**src/rtl/fetch_ir_stage_pkg.sv**
```systemverilog
// Shared definitions for the fetch / instruction-register stage of the
// 16-bit processor: field positions, PC step, FSM state encoding and the
// sequential PC increment helper.
package fetch_ir_stage_pkg;

    localparam int          INSTR_W    = 16;
    localparam logic [15:0] PC_STEP    = 16'd2;

    // Instruction field positions inside the IR.
    localparam int          OPCODE_MSB = 15;
    localparam int          OPCODE_LSB = 12;
    localparam int          IMM8_MSB   = 7;
    localparam int          IMM8_LSB   = 0;

    // Fetch FSM: IDLE has no request outstanding, WAIT holds one request.
    typedef enum logic {
        IDLE = 1'b0,
        WAIT = 1'b1
    } fetch_state_e;

    // Next sequential PC; wraps modulo 2^16 so 16'hFFFE steps to 16'h0000.
    function automatic logic [15:0] pc_next_seq(input logic [15:0] pc);
        return pc + PC_STEP;
    endfunction

endpackage

```
**src/rtl/fetch_ir_stage_if.sv**
```systemverilog
// Bus bundle of the fetch stage.
//   Memory side : mem_req/mem_addr out, mem_ack/mem_rdata in (one outstanding read).
//   Decode side : ir_valid/ir/ir_pc/opcode/imm8 out, ir_ready in (valid/ready),
//                 redirect_valid/redirect_offset in (taken branch for the IR).
// The master modport is the fetch stage itself; slave is its environment.
interface fetch_ir_stage_if;
    import fetch_ir_stage_pkg::*;

    logic                 mem_req;
    logic [15:0]          mem_addr;
    logic                 mem_ack;
    logic [INSTR_W-1:0]   mem_rdata;

    logic                 ir_valid;
    logic                 ir_ready;
    logic [INSTR_W-1:0]   ir;
    logic [15:0]          ir_pc;
    logic [3:0]           opcode;
    logic [7:0]           imm8;

    logic                 redirect_valid;
    logic [15:0]          redirect_offset;

    modport master (
        output mem_req, mem_addr, ir_valid, ir, ir_pc, opcode, imm8,
        input  mem_ack, mem_rdata, ir_ready, redirect_valid, redirect_offset
    );

    modport slave (
        input  mem_req, mem_addr, ir_valid, ir, ir_pc, opcode, imm8,
        output mem_ack, mem_rdata, ir_ready, redirect_valid, redirect_offset
    );

endinterface

```
**src/rtl/fetch_ir_stage_br_target.sv**
```systemverilog
// Branch target adder for the fetch stage.
//   ir_pc  : byte address of the branching instruction
//   offset : signed word offset from se_8b_16b
//   target : ir_pc + 2 + offset*2, wrapping modulo 2^16 (carry discarded)
module fetch_ir_stage_br_target
    import fetch_ir_stage_pkg::*;
(
    input  logic [15:0] ir_pc,
    input  logic [15:0] offset,
    output logic [15:0] target
);

    // Word offset to byte offset: the dropped MSB only matters above 2^16,
    // where the sum wraps anyway, so bit 0 of the target follows ir_pc (0).
    assign target = ir_pc + PC_STEP + {offset[14:0], 1'b0};

endmodule

```
**src/rtl/fetch_ir_stage.sv**
```systemverilog
// Instruction fetch and IR stage.
//   clk, reset_n : single clock, synchronous active-low reset
//   bus (master) : instruction-memory request/ack with one outstanding read,
//                  IR valid/ready handshake with opcode/imm8 slices, and the
//                  branch redirect (taken only when the IR is consumed).
// Holds PC, IR, IR's PC and a two-state fetch FSM.
module fetch_ir_stage #(
    parameter logic [15:0] PC_RESET = 16'h0000,
    parameter int          INSTR_W  = 16
) (
    input  logic             clk,
    input  logic             reset_n,
    fetch_ir_stage_if.master bus
);
    import fetch_ir_stage_pkg::*;

    fetch_state_e        state_r;
    fetch_state_e        state_n_s;
    logic [15:0]         pc_r;
    logic [15:0]         pc_n_s;
    logic [INSTR_W-1:0]  ir_r;
    logic [INSTR_W-1:0]  ir_n_s;
    logic [15:0]         ir_pc_r;
    logic [15:0]         ir_pc_n_s;
    logic                ir_valid_r;
    logic                ir_valid_n_s;
    logic                mem_req_r;
    logic                mem_req_n_s;
    logic                consume_s;
    logic [15:0]         target_s;

    fetch_ir_stage_br_target u_br_target (
        .ir_pc  (ir_pc_r),
        .offset (bus.redirect_offset),
        .target (target_s)
    );

    assign consume_s = ir_valid_r & bus.ir_ready;

    // Next-state and next-register logic of the fetch FSM.
    always_comb begin
        state_n_s    = state_r;
        pc_n_s       = pc_r;
        ir_n_s       = ir_r;
        ir_pc_n_s    = ir_pc_r;
        ir_valid_n_s = ir_valid_r;
        mem_req_n_s  = mem_req_r;
        case (state_r)
            IDLE: begin
                if (consume_s && bus.redirect_valid) begin
                    // Taken branch: retarget and fetch from it next cycle.
                    pc_n_s       = target_s;
                    ir_valid_n_s = 1'b0;
                    mem_req_n_s  = 1'b0;
                end else if (!ir_valid_r || consume_s) begin
                    // IR empty or draining: no ack can land in IDLE, so it empties.
                    mem_req_n_s  = 1'b1;
                    ir_valid_n_s = 1'b0;
                    state_n_s    = WAIT;
                end else begin
                    // Stalled: redirect without consume is ignored.
                    mem_req_n_s  = 1'b0;
                end
            end
            WAIT: begin
                if (bus.mem_ack) begin
                    ir_n_s       = bus.mem_rdata;
                    ir_pc_n_s    = pc_r;
                    pc_n_s       = pc_next_seq(pc_r);
                    ir_valid_n_s = 1'b1;
                    mem_req_n_s  = 1'b0;
                    state_n_s    = IDLE;
                end else begin
                    // Address and request held stable until the ack.
                    mem_req_n_s  = 1'b1;
                end
            end
            default: begin
                state_n_s    = IDLE;
                mem_req_n_s  = 1'b0;
                ir_valid_n_s = 1'b0;
            end
        endcase
    end

    // State registers; a reset abandons any outstanding request.
    always_ff @(posedge clk) begin
        if (!reset_n) begin
            state_r    <= IDLE;
            pc_r       <= PC_RESET;
            ir_r       <= {INSTR_W{1'b0}};
            ir_pc_r    <= 16'h0000;
            ir_valid_r <= 1'b0;
            mem_req_r  <= 1'b0;
        end else begin
            state_r    <= state_n_s;
            pc_r       <= pc_n_s;
            ir_r       <= ir_n_s;
            ir_pc_r    <= ir_pc_n_s;
            ir_valid_r <= ir_valid_n_s;
            mem_req_r  <= mem_req_n_s;
        end
    end

    assign bus.mem_req  = mem_req_r;
    assign bus.mem_addr = pc_r;
    assign bus.ir_valid = ir_valid_r;
    assign bus.ir       = ir_r;
    assign bus.ir_pc    = ir_pc_r;
    assign bus.opcode   = ir_r[OPCODE_MSB:OPCODE_LSB];
    assign bus.imm8     = ir_r[IMM8_MSB:IMM8_LSB];

endmodule

```
**src/flat_wrapper.sv**
```systemverilog
// flat-port wrapper written by rule: the top's interface ports become plain ports
module fetch_ir_stage_flat import fetch_ir_stage_pkg::*;
#(
    parameter logic [15:0] PC_RESET = 16'h0000,
    parameter int          INSTR_W  = 16
)
  (clk, reset_n, bus_mem_req, bus_mem_addr, bus_ir_valid, bus_ir, bus_ir_pc, bus_opcode, bus_imm8, bus_mem_ack, bus_mem_rdata, bus_ir_ready, bus_redirect_valid, bus_redirect_offset);
  fetch_ir_stage_if bus_i ();
  input  logic clk;
  input  logic reset_n;
  output wire logic [$bits(bus_i.mem_req)-1:0] bus_mem_req;
  output wire logic [$bits(bus_i.mem_addr)-1:0] bus_mem_addr;
  output wire logic [$bits(bus_i.ir_valid)-1:0] bus_ir_valid;
  output wire logic [$bits(bus_i.ir)-1:0] bus_ir;
  output wire logic [$bits(bus_i.ir_pc)-1:0] bus_ir_pc;
  output wire logic [$bits(bus_i.opcode)-1:0] bus_opcode;
  output wire logic [$bits(bus_i.imm8)-1:0] bus_imm8;
  input wire logic [$bits(bus_i.mem_ack)-1:0] bus_mem_ack;
  input wire logic [$bits(bus_i.mem_rdata)-1:0] bus_mem_rdata;
  input wire logic [$bits(bus_i.ir_ready)-1:0] bus_ir_ready;
  input wire logic [$bits(bus_i.redirect_valid)-1:0] bus_redirect_valid;
  input wire logic [$bits(bus_i.redirect_offset)-1:0] bus_redirect_offset;
  assign bus_mem_req = bus_i.mem_req;
  assign bus_mem_addr = bus_i.mem_addr;
  assign bus_ir_valid = bus_i.ir_valid;
  assign bus_ir = bus_i.ir;
  assign bus_ir_pc = bus_i.ir_pc;
  assign bus_opcode = bus_i.opcode;
  assign bus_imm8 = bus_i.imm8;
  assign bus_i.mem_ack = bus_mem_ack;
  assign bus_i.mem_rdata = bus_mem_rdata;
  assign bus_i.ir_ready = bus_ir_ready;
  assign bus_i.redirect_valid = bus_redirect_valid;
  assign bus_i.redirect_offset = bus_redirect_offset;
  fetch_ir_stage #(.PC_RESET(PC_RESET), .INSTR_W(INSTR_W)) u_core (.clk(clk), .reset_n(reset_n), .bus(bus_i));
endmodule
```
**config.mk**
```make
export PLATFORM = sky130hd
export DESIGN_NAME = fetch_ir_stage_flat
export DESIGN_NICKNAME = d
export VERILOG_FILES = /design/src/rtl/fetch_ir_stage_pkg.sv /design/src/rtl/fetch_ir_stage_if.sv /design/src/rtl/fetch_ir_stage_br_target.sv /design/src/rtl/fetch_ir_stage.sv /design/src/flat_wrapper.sv
export SDC_FILE = /design/constraint.sdc
export NUM_CORES = 1
export LEC_CHECK = 0
export BUFFER_PORTS_ARGS = -buffer_cell sky130_fd_sc_hd__buf_2
export CAP_MARGIN = 15
export CORE_MARGIN = 5
export CORE_UTILIZATION = 46
export DETAILED_ROUTE_END_ITERATION = 12
export GPL_TIMING_DRIVEN = 0
export HOLD_SLACK_MARGIN = 0.03
export MAX_ROUTING_LAYER = met4
export PLACE_DENSITY = 0.74
export SYNTH_ARGS = -nofsm -noshare
export SYNTH_HDL_FRONTEND = slang
export SYNTH_HIERARCHICAL = 1
export SYNTH_SLANG_ARGS = --single-unit
```
**constraint.sdc**
```tcl
create_clock -name clk -period 2.8 [get_ports clk]
set_clock_uncertainty 0.2 [all_clocks]
set_input_delay 0.28 -clock clk [delete_from_list [all_inputs] [get_ports clk]]
set_output_delay 0.28 -clock clk [all_outputs]
set_load 0.02 [all_outputs]
```
==> results.json, run 1 <==
{
  "endpoint_kind": "register",
  "ant_nets": 0,
  "grt_pass1_wl_mm": 14.2,
  "ioPinCount": 99,
  "cp-start-kind": "register",
  "start_util": 0.469,
  "clock_latency_ps": 310,
  "p_per_area_mw_per_mm2": 441,
  "nNetsFinal": 588,
  "num_vias": 3268,
  "fmax_ghz": 0.372,
  "p_leak_nw": 1.93,
  "antenna_found_initial": 0,
  "stdcell_count": 603,
  "cts_made_buffers": 5,
  "hpwl_mm": 6.68,
  "peakVddDrop_mv": 0.297,
  "tightest_slew_ps": 705,
  "grt_usage": 0.208,
  "synth_edf_count": 0,
  "avgRoutedWirePerCell_um": 15.0,
  "dp_slack_ps": -74.3,
  "viasPerCell": 5.42,
  "globalplace.congestion": 0.909,
  "drt_pass1_iterations": 4,
  "fin_crit_sh": 0.961,
  "drive_above_1_share": 0.279,
  "timing.slew.headroom": 0.526,
  "die_area_sq_mm": 0.00860,
  "cts.root.buffer_cell": "clkbuf_8",
  "finalWirelength_mm": 9.05,
  "hold_viol": 0,
  "path_buf_inv": 1,
  "cap_violations": 0,
  "cp.required_ps": 2840,
  "h-tree-depth": 2,
  "synthesis.area_sq_mm": 0.00315,
  "async_flop_share": 0,
  "ys_seq_elements": 50,
  "status": "complete, no violations",
  "cpLargestDelayFamily": "adder cells",
  "ys_warn_count": 6,
  "cts.sinks": 50,
  "die_h_um": 92.8,
  "hold_path.class": "in -> reg",
  "worstPathArrival_ps": 2730,
  "drc": 0,
  "antennaDiodeCount": 0,
  "critPathSlowestCell": "fa_2",
  "hold_slack_ps": 78.1,
  "die_x_um": 92.8,
  "port_buffers": 97,
  "cts_buffer_depth": 2,
  "netlist_instances": 400,
  "maxSlewViolCount": 0,
  "ys_seq_area_frac": 0.318,
  "synth.distinct_cells": 60,
  "drt-initial-drc-count": 340,
  "synth_ff_type": "dfxtp_1",
  "cts.reportedPaths.clkPinSlew_ps": 90,
  "worst-setup-path-type": "reg -> reg",
  "path_cells": "ha_1 > ha_2 > inv_1 > fa_2 > nor2b_4 > o211a_1 > o21ai_2 > a21oi_2 > xor2_1 > nor2b_1 > o21ai_0 > a21oi_1",
  "cpPeakStageDelay_ps": 390,
  "cts_tree": "done",
  "synth_nets": 466,
  "grt_pass1_vias": 2990,
  "min_period_ps": 2690,
  "placed_cells": 577,
  "core_sq_mm": 0.00672,
  "grt-ovfl-total": 0,
  "setup_viol": 0,
  "avgSynthCellArea_sq_um": 7.88,
  "syn2layout_area_growth_pct": 29.3,
  "grt_max_degree": 16,
  "critPathMaxFanout": 3,
  "fp-row-count": 30,
  "setup_ws_ps": 109
}
## synthesized netlist by cell type (2+ instances only)
cell type / number / area, sq um
nand2_1: 85 / 319
a21oi_1: 50 / 250
dfxtp_1: 50 / 1000
ha_1: 28 / 350
inv_1: 17 / 63.8
buf_4: 14 / 105
nand3_1: 13 / 65.1
clkbuf_1: 11 / 41.3
nor2_1: 11 / 41.3
o21ai_0: 11 / 55.1
nor3_1: 8 / 40.0
nor4_1: 7 / 43.8
xor2_1: 7 / 61.3
nor2b_1: 6 / 37.5
or3_1: 5 / 31.3
a31oi_1: 4 / 25.0
and3_1: 4 / 25.0
o211ai_1: 4 / 30.0
xnor2_1: 4 / 35.0
a211oi_1: 3 / 22.5
and2_1: 3 / 18.8
buf_2: 3 / 15.0
buf_6: 3 / 33.8
mux2_2: 3 / 33.8
nand4_1: 3 / 18.8
o21a_1: 3 / 22.5
a211o_1: 2 / 17.5
a21o_1: 2 / 15.0
a41oi_1: 2 / 17.5
mux2i_1: 2 / 20.0
o211a_1: 2 / 20.0
o21ai_1: 2 / 10.0
## per-stage QoR
step	TNS [ps]	util	power, mW	area [sq um]
2_1_floorplan	0	-	1.04	3150
3_3_place_gp	-53.1	0.556	1.16	3740
3_5_place_dp	-74.3	0.556	1.17	3740
4_1_cts	0	0.603	1.80	4050
5_1_grt	-40.6	0.607	1.88	4080
6_report	0	0.607	1.80	4080
## sequential cells by signal, indices dropped and copies added, names as in the netlist
register and flops:
u_core/bus.ir 16, u_core/bus.ir_pc 16, u_core/bus.ir_valid 1, u_core/bus.mem_addr 16, u_core/bus.mem_req 1
## final timing paths
check / start / to / slack, ps / cells past startpoint
setup reg to reg: u_core/bus.ir_pc[2] / u_core/bus.mem_addr[10] / 110 / 12
setup / recovery: u_core/bus.ir_pc[2] / u_core/bus.mem_addr[10] / 110 / 12
hold / removal: reset_n / u_core/bus.mem_addr[9] / 80 / 2
hold reg to reg: u_core/bus.ir[9] / u_core/bus.ir[9] / 260 / 2
## cells by family after synthesis
kind of cell / after synthesis / synth area share
muxes: 5 / 0.0171
DFF: 50 / 0.318
AOI/OAI and AO/OA: 100 / 0.201
buffers and inverters: 50 / 0.0846
adders and majority gates: 29 / 0.118
xor gates and xnor gates: 11 / 0.0306
and+or+nand+nor: 155 / 0.231
## cell type report
class                      instances  area, sq um
fill                             646         2640
tap                               80          100
clock inverter                     2         60.1
timing repair buffer             115          661
multi-input combinational        300         1900
inverter                          18         67.6
clock buffer                       6         82.6
sequential                        50         1000
buffer                            32          199
## report_power, final
group	internal (mW)	switching [mW]
combinational	0.165	0.229
clock	0.381	0.241
sequential	0.743	0.0377
total	1.29	0.507
## cell usage in the layout, fill, tap and decap left out, types with 2 or more instances in the layout
master         instances
a211o_1                2
a211oi_1               3
a21o_1                 2
a21oi_1               49
a31oi_1                3
a41oi_1                2
and2_1                 3
and3_1                 4
buf_2                100
buf_4                 16
buf_6                  3
bufinv_16              2
clkbuf_1              11
clkbuf_8               6
dfxtp_1               48
dfxtp_2                2
dlygate4sd3_1         16
ha_1                  27
inv_1                 17
mux2_2                 3
mux2i_1                2
nand2_1               85
nand3_1               13
nand4_1                3
nor2_1                11
nor2b_1                6
nor3_1                 8
nor4_1                 7
o211a_1                2
o211ai_1               4
o21a_1                 3
o21ai_0               10
o21ai_1                2
or3_1                  5
xnor2_1                4
xor2_1                 7
## routing by layer
layer	track usage	wire [um]
met2	0.354	4560
met5	-	0
met3	0.0366	579
met4	0.0452	68
met1	0.258	3850
## repair_timing
action / 4_1_cts / 5_1_grt
setup endpoints to repair: 1 / 3
setup buffers: 1 / 1
hold endpoints to repair: 16 / 0
pin swaps: 2 / 4
gates cloned: 0 / 0
gates resized for setup: 1 / 7
hold buffers: 16 / 0
Note: power is estimated with default switching activity, not from simulation.
==> inputs of run 2 (changes only) <==
--- a/config.mk
+++ b/config.mk
@@ -7,13 +7,14 @@
 export LEC_CHECK = 0
 export BUFFER_PORTS_ARGS = -buffer_cell sky130_fd_sc_hd__buf_2
 export CAP_MARGIN = 15
-export CORE_MARGIN = 5
+export CORE_MARGIN = 2
 export CORE_UTILIZATION = 46
 export DETAILED_ROUTE_END_ITERATION = 12
 export GPL_TIMING_DRIVEN = 0
 export HOLD_SLACK_MARGIN = 0.03
 export MAX_ROUTING_LAYER = met4
-export PLACE_DENSITY = 0.74
+export PLACE_DENSITY = 0.77
+export SLEW_MARGIN = 20
 export SYNTH_ARGS = -nofsm -noshare
 export SYNTH_HDL_FRONTEND = slang
 export SYNTH_HIERARCHICAL = 1
==> constraint.sdc (replaced) <==
create_clock -name clk -period 2.37 [get_ports clk]
set_clock_uncertainty 0.2 [all_clocks]
set_input_delay 0.237 -clock clk [delete_from_list [all_inputs] [get_ports clk]]
set_output_delay 0.237 -clock clk [all_outputs]
set_load 0.02 [all_outputs]
==> results.json, run 2 (synthesis results as in run 1) <==
{
  "met2_usage": 0.420,
  "ant_nets": 0,
  "nNetsFinal": 596,
  "grt_max_degree": 16,
  "min_period_ps": 2630,
  "critPathSlowestCell": "dfxtp_4",
  "dpl_cell_area_sq_mm": 0.00382,
  "p_comb_frac": 0.264,
  "die_area_sq_mm": 0.00753,
  "finalWirelength_mm": 9.38,
  "mostFrequentLayoutCells": "buf_2 (100), nand2_1 (85), a21oi_1 (45)",
  "path_cells": "ha_4 > ha_4 > inv_2 > fa_2 > nor2b_4 > o211a_1 > o21ai_2 > a21oi_2 > xor2_1 > nor2b_2 > o21ai_1 > a21oi_1",
  "num_vias": 3398,
  "hpwl_mm": 6.52,
  "p_int_mw": 1.30,
  "ioPinCount": 99,
  "layout_commonest_cell": "buf_2",
  "grt_pass1_vias": 3130,
  "maxSlewViolCount": 0,
  "drt-initial-drc-count": 340,
  "rr_startpoint": "u_core/bus.ir_pc[2]",
  "setup_ws_ps": -263,
  "fin_crit_sh": 1.11,
  "reg2regPathDepth": 12,
  "cpPeakStageDelay_ps": 360,
  "violations": "negative setup slack",
  "grt-ovfl-total": 0,
  "syn2layout_area_growth_pct": 35.9,
  "p_per_area_mw_per_mm2": 451,
  "p_leak_nw": 1.95,
  "cp_common_cell": "ha_4",
  "setup_viol": 7,
  "p_seq_frac": 0.477,
  "top_usage_layer": "met2",
  "timing.rr.end": "u_core/bus.mem_addr[10]",
  "cp.required_ps": 2410,
  "drive_above_1_share": 0.349,
  "cts.sinks": 50,
  "grt_use_met1": 0.299,
  "cts.root.buffer_cell": "clkbuf_8",
  "port_buffers": 97,
  "power.switching_uw": 631,
  "status": "complete, but fails checks",
  "cts_buffer_depth": 2,
  "viasPerCell": 5.57,
  "cts_made_buffers": 5,
  "h-tree-depth": 2,
  "cts_tree": "done",
  "antenna_found_initial": 0,
  "fin_area_sq_mm": 0.00428,
  "cp-start-kind": "register",
  "start_util": 0.469,
  "crit_end": "u_core/bus.mem_addr[10]",
  "core_sq_mm": 0.00672,
  "pwr-share-clk": 0.259,
  "critPathMaxFanout": 2,
  "worstPathArrival_ps": 2670,
  "fmax_ghz": 0.380,
  "drc": 0,
  "timing.slew.headroom": 0.482,
  "cap_violations": 0,
  "avgRoutedWirePerCell_um": 15.4,
  "grt_usage": 0.244,
  "die_h_um": 86.8,
  "hold_viol": 0,
  "power_switching_share": 0.327,
  "globalplace.congestion": 0.895,
  "cts.reportedPaths.clkPinSlew_ps": 100,
  "antennaDiodeCount": 0,
  "rsz0062_at_grt": "yes",
  "worst-setup-path-type": "reg -> reg",
  "grt_pass1_wl_mm": 14.3,
  "endpoint_kind": "register",
  "use_met3": 0.0352,
  "dp_slack_ps": -357,
  "hold_path.class": "in -> reg",
  "clock_latency_ps": 310,
  "drt_pass1_iterations": 5,
  "tightest_slew_ps": 772,
  "peakVddDrop_mv": 0.234,
  "fp-row-count": 30,
  "power_mw": 1.93,
  "cp-startpoint": "u_core/bus.ir_pc[2]",
  "rrSetupSlack_ps": -260,
  "die_x_um": 86.8
}
-- run 2: cell types whose count changed in the layout (fill, tap and decap cells not counted), moves of 3 or more --
cell	before	now
ha_1	27	16
ha_4	0	9
buf_4	16	23
dfxtp_1	48	42
a21oi_1	49	45
dfxtp_2	2	6
a21oi_2	1	4
inv_1	17	14
inv_2	1	4
-- run 2: critical path: cells and delay by family (launching register included) --
kind | cells | cell delay [ps]
DFF | 1 | 360
buffers and inverters | 1 | 30
xor gates and xnor gates | 1 | 250
AOI/OAI and AO/OA | 5 | 640
and+or+nand+nor | 2 | 320
adders and majority gates | 3 | 750
-- run 2: worst min path at each step --
stage	slack, ps	to	from	depth (start not counted)
after detailed placement	250	u_core/bus.ir[11]	u_core/bus.ir[11]	2
after global routing	30	u_core/bus.mem_addr[9]	reset_n	2
after CTS	30	u_core/bus.mem_addr[9]	reset_n	2
after global placement	240	u_core/bus.ir[9]	u_core/bus.ir[9]	2
final	40	u_core/bus.mem_addr[9]	reset_n	2
after floorplan	170	u_core/bus.mem_addr[9]	reset_n	1
-- run 2: what timing repair did --
action | in CTS | in global routing
buffers inserted | 6 | 4
pin swaps | 5 | 6
hold buffers | 16 | 0
resized for setup | 4 | 22
endpoints found under the setup margin | 8 | 9
hold endpoints to repair | 16 | 0
-- run 2: area by class of cell --
type | instances | area [sq um]
buffer | 32 | 199
clock buffer | 5 | 68.8
clock inverter | 2 | 13.8
fill | 595 | 2440
inverter | 18 | 67.6
multi-input combinational | 300 | 2090
sequential | 50 | 1020
tap | 80 | 100
timing repair buffer | 123 | 724
-- run 2: power groups by stage --
stage	logic [mW]	registers, mW	clock network [mW]
after floorplan	0.261	0.977	0
after global placement	0.441	0.937	0
after detailed placement	0.449	0.940	0
after CTS	0.478	0.920	0.514
after global routing	0.554	0.927	0.543
final	0.510	0.920	0.501
-- run 2: stage by stage --
stage | hold WS [ps] | std cells | TNS (ps) | util
final | 40.4 | 610 | -920 | 0.637
after detailed placement | 249 | 577 | -1480 | 0.568
after floorplan | 170 | 400 | -86.0 | -
after CTS | 30.7 | 606 | -1200 | 0.614
after global placement | 241 | 577 | -1310 | 0.568
after global routing | 33.5 | 610 | -1770 | 0.637
-- run 2: per-layer routing --
layer  wire, um  vias up
met4        119        0
li1           -     1646
met5          0        -
met1       3950     1589
met2       4720      149
met3        588       14
==> inputs of run 3 (changes only) <==
--- a/config.mk
+++ b/config.mk
@@ -13,7 +13,8 @@
 export GPL_TIMING_DRIVEN = 0
 export HOLD_SLACK_MARGIN = 0.03
 export MAX_ROUTING_LAYER = met4
-export PLACE_DENSITY = 0.77
+export PLACE_DENSITY = 0.74
+export SKIP_LAST_GASP = 1
 export SLEW_MARGIN = 20
 export SYNTH_ARGS = -nofsm -noshare
 export SYNTH_HDL_FRONTEND = slang
==> constraint.sdc (replaced) <==
create_clock -name clk -period 3.4 [get_ports clk]
set_clock_uncertainty 0.2 [all_clocks]
set_input_delay 0.34 -clock clk [delete_from_list [all_inputs] [get_ports clk]]
set_output_delay 0.34 -clock clk [all_outputs]
set_load 0.02 [all_outputs]
==> results.json, run 3 (synthesis results as in run 1) <==
{
  "port_buffers": 97,
  "p_leak_nw": 1.82,
  "mostFrequentLayoutCells": "buf_2 (100), nand2_1 (85), a21oi_1 (50), dfxtp_1 (50), ha_1 (28)",
  "fin_crit_sh": 0.815,
  "grt_max_degree": 16,
  "nNetsFinal": 570,
  "cts_hold_buf": 0,
  "p_per_area_mw_per_mm2": 338,
  "setup_tns_ps": 0,
  "rr_startpoint": "u_core/bus.ir_pc[1]",
  "ant_nets": 0,
  "cts_resized": 0,
  "die_x_um": 86.8,
  "placed_cells": 577,
  "tightest_slew_ps": 632,
  "fp-row-count": 30,
  "cap_violations": 0,
  "maxSlewViolCount": 0,
  "cts_made_buffers": 5,
  "holdPathEnd": "u_core/bus.ir[0]",
  "die_area_sq_mm": 0.00753,
  "fillCellCount": 673,
  "drt-initial-drc-count": 167,
  "worstPathArrival_ps": 2810,
  "cp-start-kind": "register",
  "cts_setup_buffers": 0,
  "antennaDiodeCount": 0,
  "fmax_ghz": 0.361,
  "grt-ovfl-total": 0,
  "status": "complete, no violations",
  "cts_buffer_depth": 2,
  "num_vias": 3265,
  "clock_latency_ps": 300,
  "finalWirelength_mm": 8.37,
  "peakVddDrop_mv": 0.140,
  "h-tree-depth": 2,
  "start_util": 0.469,
  "drc": 0,
  "ioPinCount": 99,
  "syn2layout_area_growth_pct": 21.2,
  "avgRoutedWirePerCell_um": 14.3,
  "worst-setup-path-type": "reg -> reg",
  "drt_pass1_iterations": 4,
  "cts_tree": "done",
  "timing.slew.headroom": 0.575,
  "cp.required_ps": 3440,
  "setup_viol": 0,
  "drive_above_1_share": 0.270,
  "endpoint_kind": "register",
  "min_period_ps": 2770,
  "critPathMaxFanout": 3,
  "hpwl_mm": 6.38,
  "die_h_um": 86.8,
  "rsz0062_at_grt": "no",
  "core_sq_mm": 0.00672,
  "hold_viol": 0,
  "grt_pass1_wl_mm": 13.5,
  "whs_path_depth": 3,
  "globalplace.congestion": 0.918,
  "layout_commonest_cell": "buf_2",
  "cts.sinks": 50,
  "hp-start": "bus_mem_rdata[0]",
  "viasPerCell": 5.59,
  "grt_pass1_vias": 2925,
  "power_mw": 1.29,
  "grt_usage": 0.230,
  "hold_path.class": "in -> reg",
  "timing.rr.end": "u_core/bus.mem_addr[10]",
  "cts.reportedPaths.clkPinSlew_ps": 90,
  "antenna_found_initial": 0,
  "rrSetupSlack_ps": 630,
  "reg2regPathDepth": 14,
  "cts.root.buffer_cell": "clkbuf_8",
  "post-route-util": 0.569,
  "stdcell_count": 584
}
-- run 3: changes by cell type in the layout (fill, tap and decap cells not counted), moves of 5 or more --
cell	previous run	this run
dfxtp_2	6	0
buf_4	23	14
a21oi_1	45	50
dlygate4sd3_1	16	0
ha_4	9	0
dfxtp_1	42	50
ha_1	16	28
-- run 3: cell type report --
type	count	area, sq um	area share
inverter	18	67.6	0.0177
multi-input combinational	300	1880	0.493
clock buffer	5	68.8	0.0180
tap	80	100	0.0262
buffer	32	199	0.0521
sequential	50	1000	0.262
timing repair buffer	97	485	0.127
clock inverter	2	15.0	0.00393
-- run 3: metal layers --
| layer | wire length (um) | track usage | share of wire | up-vias |
|---|---|---|---|---|
| met1 | 3600 | 0.300 | 0.43 | 1519 |
| li1 | - | - | - | 1603 |
| met2 | 4020 | 0.371 | 0.48 | 130 |
| met5 | 0 | - | 0 | - |
| met4 | 112 | 0.0582 | 0.013 | 0 |
| met3 | 628 | 0.0400 | 0.075 | 13 |
-- run 3: worst max-delay path by stage --
stage / end / cells after the start / start / slack, ps
global placement: u_core/bus.mem_addr[10] / 13 / bus_redirect_offset[1] / 530
CTS: u_core/bus.mem_addr[10] / 14 / u_core/bus.ir_pc[1] / 600
global route: u_core/bus.mem_addr[10] / 14 / u_core/bus.ir_pc[1] / 450
floorplan: u_core/bus.mem_addr[10] / 14 / u_core/bus.ir_pc[1] / 760
detailed placement: u_core/bus.mem_addr[10] / 13 / bus_redirect_offset[1] / 540
finish: u_core/bus.mem_addr[10] / 14 / u_core/bus.ir_pc[1] / 630
-- run 3: critical path: stages (launching register included) --
cell,delay [ps]
dfxtp_1,360
inv_1,50
ha_1,160
inv_1,60
ha_1,160
inv_1,50
fa_1,440
nor2b_4,140
o211a_1,180
o21ai_0,110
a21oi_1,230
xor2_1,200
nor2b_1,140
o21ai_0,90
a21oi_1,130
-- run 3: stage by stage --
stage / instance area [sq um] / setup slack (ps) / hold slack (ps)
floorplan: 3150 / 758 / 273
global route: 3820 / 453 / 56.4
detailed placement: 3740 / 539 / 252
finish: 3820 / 629 / 59.8
global placement: 3740 / 533 / 241
CTS: 3820 / 602 / 55.1
-- run 3: power by group --
group	internal, mW	switching, mW	total [mW]
Clock	0.141	0.204	0.345
Combinational	0.122	0.182	0.304
Sequential	0.612	0.0311	0.643
Total	0.875	0.417	1.29
